[src/rtl/multi_pkg.sv]
// Shared types and widths for the round-robin multiplier scheduler and its datapath.
package multi_pkg;

  localparam int unsigned OP_W          = 4;
  localparam int unsigned RES_W         = 2 * OP_W;
  localparam int unsigned RES_START_DEF = 11;
  localparam int unsigned CNT_W         = 5;

  typedef enum logic [2:0] {
    IDLE,
    CLR,
    FEED,
    COLLECT,
    DONE
  } state_t;

endpackage

[src/rtl/rr_arb2.sv]
// Two-way round-robin arbiter; pointer remembers the last granted requester.
module rr_arb2 (
  input  logic       clk,
  input  logic       rst,
  input  logic [1:0] req,
  input  logic       advance,
  output logic       grant,
  output logic       gnt_vld
);

  logic last;

  // On a tie, favour whoever was not served last.
  always_comb begin
    grant = req[1];
    if (req == 2'b11) grant = ~last;
  end

  assign gnt_vld = |req;

  always_ff @(posedge clk) begin
    if (rst)          last <= 1'b1;
    else if (advance) last <= grant;
  end

endmodule

[src/rtl/multi_sched.sv]
// Round-robin front end for the bit-serial multiplier: accepts operand pairs,
// streams them into the datapath and returns the tagged serial product.
module multi_sched
  import multi_pkg::*;
#(
  parameter int unsigned RES_START = RES_START_DEF
) (
  input  logic              CLK,
  input  logic              RST,
  input  logic [1:0]        req_valid,
  input  logic [2*OP_W-1:0] req_a,
  input  logic [2*OP_W-1:0] req_b,
  output logic [1:0]        req_ready,
  output logic              res_valid,
  output logic              res_id,
  output logic [RES_W-1:0]  res_p,
  output logic              busy,
  output logic              mul_rst,
  output logic              mul_a,
  output logic              mul_b,
  input  logic              mul_o
);

  localparam logic [CNT_W-1:0] T_FEED_END = CNT_W'(RES_START - 1);
  localparam logic [CNT_W-1:0] T_LAST     = CNT_W'(RES_START + RES_W - 1);

  state_t           state;
  logic [CNT_W-1:0] t;
  logic [OP_W-1:0]  a_q;
  logic [OP_W-1:0]  b_q;
  logic             id_q;
  logic [RES_W-1:0] prod;
  logic             grant;
  logic             gnt_vld;
  logic             advance;
  logic             driving;

  rr_arb2 u_arb (
    .clk     (CLK),
    .rst     (RST),
    .req     (req_valid),
    .advance (advance),
    .grant   (grant),
    .gnt_vld (gnt_vld)
  );

  // Ready is a pure function of state and valid; never of the datapath.
  always_comb begin
    req_ready = 2'b00;
    if (state == IDLE && !RST && gnt_vld) req_ready[grant] = req_valid[grant];
  end

  assign advance = |(req_valid & req_ready);
  assign driving = (state == FEED) || (state == COLLECT);
  assign mul_rst = RST || (state == CLR);
  assign mul_a   = driving && a_q[t[1:0]];
  assign mul_b   = driving && b_q[t[1:0]];

  always_ff @(posedge CLK) begin
    if (RST) begin
      state     <= IDLE;
      t         <= '0;
      a_q       <= '0;
      b_q       <= '0;
      id_q      <= 1'b0;
      prod      <= '0;
      res_valid <= 1'b0;
      res_id    <= 1'b0;
      res_p     <= '0;
      busy      <= 1'b0;
    end else begin
      res_valid <= 1'b0;
      unique case (state)
        IDLE: begin
          if (advance) begin
            a_q   <= grant ? req_a[2*OP_W-1:OP_W] : req_a[OP_W-1:0];
            b_q   <= grant ? req_b[2*OP_W-1:OP_W] : req_b[OP_W-1:0];
            id_q  <= grant;
            busy  <= 1'b1;
            state <= CLR;
          end
        end
        CLR: begin
          t     <= '0;
          prod  <= '0;
          state <= FEED;
        end
        FEED: begin
          t <= t + CNT_W'(1);
          if (t == T_FEED_END) state <= COLLECT;
        end
        // Product arrives LSB-first; shift in from the top.
        COLLECT: begin
          prod <= {mul_o, prod[RES_W-1:1]};
          t    <= t + CNT_W'(1);
          if (t == T_LAST) begin
            res_p     <= {mul_o, prod[RES_W-1:1]};
            res_id    <= id_q;
            res_valid <= 1'b1;
            state     <= DONE;
          end
        end
        DONE: begin
          busy  <= 1'b0;
          state <= IDLE;
        end
        default: state <= IDLE;
      endcase
    end
  end

endmodule

[config.mk]
export PLATFORM = sky130hd
export DESIGN_NAME = multi_sched
export DESIGN_NICKNAME = d
export VERILOG_FILES = /design/src/rtl/multi_pkg.sv /design/src/rtl/rr_arb2.sv /design/src/rtl/multi_sched.sv
export SDC_FILE = /design/constraint.sdc
export NUM_CORES = 1
export LEC_CHECK = 0
export ABC_AREA = 1
export BUFFER_PORTS_ARGS = -buffer_cell sky130_fd_sc_hd__buf_2
export CORE_MARGIN = 5
export CORE_UTILIZATION = 50
export CTS_BUF_LIST = sky130_fd_sc_hd__clkbuf_8
export DETAILED_ROUTE_END_ITERATION = 6
export GPL_TIMING_DRIVEN = 0
export PLACE_DENSITY = 0.78
export SETUP_SLACK_MARGIN = 0.3
export SYNTH_ARGS = -nofsm -noshare
export SYNTH_HDL_FRONTEND = slang
export SYNTH_SLANG_ARGS = --single-unit
[constraint.sdc]
create_clock -name CLK -period 1.61 [get_ports CLK]
set_clock_uncertainty 0.2 [all_clocks]
set_input_delay 0.0805 -clock CLK [delete_from_list [all_inputs] [get_ports CLK]]
set_output_delay 0.0805 -clock CLK [all_outputs]
set_load 0.1 [all_outputs]
==> results.ini, run 1 <==
[sta]
worst_slew_pin_slew_ps = 636.0
setup_ws_ps = -153.4
fmax_mhz = 567.1
drv_slew = 0
rsz0062_at_grt = true
hold_viol = 0
fin_crit_ps = 1763
slew_headroom = 0.5760
hold_ws_ps = 112.8
finalCritPeriodShare = 1.095
final-setup-viol-count = 16

[synth]
synth.distinct_cells = 23
synth.net_count = 257
ys_warn_count = 0
syn_inst = 234
netlist_top_cells_area = dfxtp_1 (45%), nand2_1 (20%), a21oi_1 (7.2%)
syn_area_sq_um = 1609
synth.ff_latch_count = 36
yosysTopAreaCell = dfxtp_1
avgSynthCellArea_sq_um = 6.876
netlist.area_leader.share = 0.4479
ys_seq_area_frac = 0.4479

[global_route]
track_usage = 0.2685
grt_pass1_wl_um = 8714
overflow = 0
grt_pass1_vias = 1853
antenna_found_initial = 0
grt_max_degree = 11

[placed_design]
port_buffers = 36
gp_congestion = 0.8303
pre_cts_ws_ps = -81.24
dpl.hpwl_um = 2696
place_area_sq_um = 1977

[floorplan]
chipWidth_um = 66.73
rows = 20
dieArea_sq_um = 4453
start_util = 0.5228
design.core.area_sq_um = 3078
ios = 37
die_y_um = 66.73

[worst_setup_path]
path_class = flip-flop to flip-flop
crit_required_ps = 1590
arrival_ps = 1750
rrSetupSlack_ps = -150
crit_path_end_kind = flip-flop
critPathLaunchType = flip-flop
critPathMaxFanout = 8

[layout]
multi_input_area_sq_um = 1120
layout.nets = 346
area_growth_pct = 81.10
layout_commonest_cell = nand2_1
nFillCells = 84
post-route-util = 0.9467
mostFrequentLayoutCells = nand2_1 (65), buf_4 (25), buf_2 (22), dfxtp_1 (20), dlygate4sd3_1 (19)
layout-drive-gt1-share = 0.5356
regArea_sq_um = 753.2
final_area_sq_um = 2914
n_antenna_cell = 0

[power_and_ir_drop]
power.density_nw_per_um2 = 1293
vdd_drop_max_mv = 0.9604
combPwrFrac = 0.503
p_total_w = 0.003769
p_sw_frac = 0.4408
pwr-share-clk = 0.189
p_int_w = 0.002108
power_frac_seq = 0.308
power_switching_w = 0.001661
cellLeakagePower_nw = 1.306

[run]
drv_cap = 0

[clocking]
clk_pin_slew_worst_paths_ps = 70
h-tree-depth = 2
cts_made_buffers = 5
clockBufferDepth = 2
clock_latency_ps = 300
cts_root_buf = clkbuf_8
cts_tree = built
clock_sinks = 36

[run_status]
violations = design-rule violations, negative setup slack
status = complete, but fails checks

[detailed_routing]
vias_per_cell = 6.104
dr.pass1.iters = 7
drc = 5
drt.antenna.violating_nets = 0
drt-initial-drc-count = 412
wl_per_cell_um = 21.60
vias = 2240
wl_um = 7929

[hold_path]
hold_class = input port to flip-flop

[power by group through the flow]
stage	clock network (W)	logic (W)	registers, W
6_report	0.000712	0.00190	0.00116
3_5_place_dp	0	0.00105	0.00110
3_3_place_gp	0	0.00103	0.00110
5_1_grt	0.000738	0.00197	0.00116
4_1_cts	0.000706	0.00143	0.00111
2_1_floorplan	0	0.000783	0.00116
[layer usage]
| metal | global-route usage | part of all wire | up-vias |
|---|---|---|---|
| met4 | 0.1548 | 0.065 | 0 |
| met2 | 0.4616 | 0.48 | 192 |
| met3 | 0.05396 | 0.098 | 57 |
| li1 | - | - | 926 |
| met1 | 0.3050 | 0.36 | 1065 |
| met5 | 0 | 0 | - |
[cell usage after synthesis (all sizes together)]
cell type  number
buf             4
dfxtp          36
clkbuf          1
ha              2
nand4           1
clkinv          2
o21ai          14
nand2          89
inv            16
o21bai          1
nand3          19
a21oi          23
nor2           25
or2             1
[worst max-delay path: stages, from the launching register on]
cell and delay, ps:
dfxtp_4 380, buf_4 140, nand2_2 60, nor2_4 160, inv_4 100, nor2_8 190, buf_12 130, inv_8 40
nor2_4 150, nor2_1 80
[sequential cells by signal, indices dropped and copies added (netlist names)]
signal and count:
prod 7, u_arb.last 1, state 3, res_valid 1, b_q 4, res_id 1
res_p 8, id_q 1, a_q 4, t 5, busy 1
[cell type report]
| cell class | count | area share |
|---|---|---|
| multi-input combinational | 175 | 0.3843 |
| sequential | 36 | 0.2585 |
| timing repair buffer | 81 | 0.2516 |
| inverter | 18 | 0.03821 |
| clock buffer | 7 | 0.03306 |
| tap | 44 | 0.01889 |
| buffer | 5 | 0.01245 |
| timing repair inverter | 1 | 0.003006 |
[worst paths after layout]
check               start          to  cells past startpoint
max              state[0]      res_id                      9
min          req_valid[1]  u_arb.last                      5
max reg2reg      state[0]      res_id                      9
min reg2reg      res_p[5]    res_p[5]                      2
[repair_timing]
action | CTS | global route
resized for setup | 73 | 56
hold endpoints to repair | 16 | 0
hold buffers | 19 | 0
pin swaps | 24 | 34
endpoints found under the setup margin | 47 | 37
gates cloned | 1 | 1
setup buffers | 14 | 11
[stage by stage]
step,setup TNS (ps),instances
floorplan,0,234
global placement,-75.25,314
detailed placement,-81.24,314
CTS,-115.9,355
global route,-1837,367
finish,-723.0,367
[kinds of logic after synthesis]
| kind of cell | share of synthesized area |
|---|---|
| adder cells (fa/ha/maj) | 0.01555 |
| flip-flops | 0.4479 |
| buffers and inverters | 0.06143 |
| AO/OA/AOI/OAI | 0.1198 |
| AND/OR/NAND/NOR | 0.3554 |
Note: power is estimated with default switching activity, not from simulation.
==> run 2, diff against run 1 <==
--- a/config.mk
+++ b/config.mk
@@ -13,6 +13,7 @@
 export DETAILED_ROUTE_END_ITERATION = 6
 export GPL_TIMING_DRIVEN = 0
 export PLACE_DENSITY = 0.78
+export REMOVE_ABC_BUFFERS = 1
 export SETUP_SLACK_MARGIN = 0.3
 export SYNTH_ARGS = -nofsm -noshare
 export SYNTH_HDL_FRONTEND = slang
==> results.ini, run 2 (synthesis gave the netlist of run 1 again) <==
[run_status]
status = complete, but fails checks  ; unchanged
violations = negative hold slack, negative setup slack  ; was design-rule violations, negative setup slack

[run]
drv_cap = 0  ; unchanged

[layout]
nFillCells = 144  ; was 84
regMostFlops = res_p  ; unchanged
area_growth_pct = 65.47  ; was 81.10%
layout.nets = 332  ; was 346
layout-drive-gt1-share = 0.4434  ; was 0.5356
largest_reg_flops = 8  ; unchanged
reg_top3 = res_p (8), prod (7), t (5)  ; unchanged
layout_commonest_cell = nand2_1  ; unchanged
final_area_sq_um = 2663  ; was 2914 sq um
final_cell_count_no_fill = 353  ; was 367
n_antenna_cell = 0  ; unchanged
mostFrequentLayoutCells = nand2_1 (57), dfxtp_1 (30), nand2_2 (23), buf_4 (22), buf_2 (19)  ; was nand2_1 (65), buf_4 (25), buf_2 (22), dfxtp_1 (20), dlygate4sd3_1 (19)

[worst_setup_path]
path_class = flip-flop to output port  ; was flip-flop to flip-flop
worstReg2RegEnd = a_q[2]  ; was res_id
critPathLaunchType = flip-flop  ; unchanged
r2r_cells = 9  ; unchanged
crit_required_ps = 1330  ; was 1590 ps
arrival_ps = 1470  ; was 1750 ps
rrSetupSlack_ps = -110  ; was -150 ps
crit_path_end_kind = output port  ; was flip-flop
critPathMaxFanout = 6  ; was 8
r2r_start = state[1]  ; was state[0]

[sta]
finalCritPeriodShare = 1.087  ; was 1.095
setup_ws_ps = -140.7  ; was -153.4 ps
hold_ws_ps = -165.5  ; was 112.8 ps
slew_headroom = 0.4531  ; was 0.5760
drv_slew = 0  ; unchanged
worst_slew_pin_slew_ps = 817.7  ; was 636.0 ps
hold_viol = 5  ; was 0
final-setup-viol-count = 13  ; was 16
rsz0062_at_grt = true  ; unchanged
fin_crit_ps = 1751  ; was 1763 ps
fmax_mhz = 571.2  ; was 567.1 MHz

[clocking]
cts_made_buffers = 5  ; unchanged
clk_pin_slew_worst_paths_ps = 70  ; about the same
clock_latency_ps = 300  ; about the same
clock_sinks = 36  ; unchanged
cts_root_buf = clkbuf_8  ; unchanged
cts_tree = built  ; unchanged
clockBufferDepth = 2  ; unchanged
h-tree-depth = 2  ; unchanged

[global_route]
grt_pass1_wl_um = 7748  ; was 8714 um
track_usage = 0.2302  ; was 0.2685
grt_pass1_vias = 1738  ; was 1853
grt_max_degree = 21  ; was 11
overflow = 0  ; unchanged
antenna_found_initial = 0  ; unchanged

[detailed_routing]
vias_per_cell = 5.827  ; was 6.104
vias = 2057  ; was 2240
wl_um = 6519  ; was 7929 um
drt.antenna.violating_nets = 0  ; unchanged
drc = 0  ; was 5
wl_per_cell_um = 18.47  ; was 21.60 um
dr.pass1.iters = 5  ; was 7
drt-initial-drc-count = 254  ; was 412

[placed_design]
dpl.cell_count = 309  ; was 314
gp_congestion = 0.7576  ; was 0.8303
dpl.hpwl_um = 2413  ; was 2696 um
port_buffers = 36  ; unchanged
place_area_sq_um = 1818  ; was 1977 sq um

[floorplan]
design.core.area_sq_um = 3078  ; unchanged
chipWidth_um = 66.73  ; unchanged
die_y_um = 66.73  ; unchanged
start_util = 0.5228  ; unchanged
ios = 37  ; unchanged
dieArea_sq_um = 4453  ; unchanged
rows = 20  ; unchanged

[power_and_ir_drop]
power.density_nw_per_um2 = 1343  ; was 1293 nW/um^2
vdd_drop_max_mv = 1.061  ; was 0.9604 mV
p_total_w = 0.003575  ; was 0.003769 W
cellLeakagePower_nw = 1.203  ; was 1.306 nW

[hold_path]
whs_path_depth = 2  ; was 5
hold_class = input port to flip-flop  ; unchanged
worstHoldStart = RST  ; was req_valid[1]
min_to = t[3]  ; was u_arb.last

run 2: routing by layer:
layer  track usage  part of all wire
met1        0.2756              0.37
met2        0.4059              0.49
met3       0.03710             0.092
met4       0.09137             0.046
met5             0                 0
run 2: how the worst max path moves through the flow:
stage                     depth (start not counted)      from      endpoint
after global routing                              6  state[0]  req_ready[1]
after floorplan                                   6  state[2]          id_q
after CTS                                         6  state[0]  req_ready[0]
after detailed placement                          7       RST  req_ready[0]
final                                             5      t[1]         mul_b
after global placement                            7       RST  req_ready[0]
run 2: per-stage QoR:
step	setup TNS [ps]	setup slack [ps]	util
5_1_grt	-1215	-147.6	0.8650
4_1_cts	-24.63	-24.63	0.7728
3_5_place_dp	-5900	-718.1	0.5907
3_3_place_gp	-5097	-684.2	0.5907
6_report	-865.5	-140.7	0.8650
2_1_floorplan	-3924	-1172	-
run 2: worst max-delay path: stages, from the launching register on:
cell,delay [ps]
dfxtp_4,400
inv_1,80
nor2_1,160
o21ai_1,120
a21oi_2,210
buf_12,200
run 2: layout make-up:
type | instances | area, sq um | area share
inverter | 18 | 97.59 | 0.03665
sequential | 36 | 738.2 | 0.2773
timing repair buffer | 72 | 643.1 | 0.2415
tap | 44 | 55.05 | 0.02068
timing repair inverter | 1 | 6.256 | 0.002350
clock buffer | 7 | 96.34 | 0.03618
multi-input combinational | 175 | 1026 | 0.3853
run 2: where the power goes:
group / switching [W] / internal (W) / leakage (nW)
registers: 0.000134 / 0.00100 / 0.296
logic: 0.00108 / 0.000636 / 0.857
clock network: 0.000337 / 0.000381 / 0.0503
run 2: timing repair:
action                     CTS  global route
hold endpoints to repair    20            16
gates resized for setup     76            62
buffers inserted            10             7
setup endpoints to repair   47            42
pin swaps                    9            16
hold buffers                16             2
gates cloned                 1             1
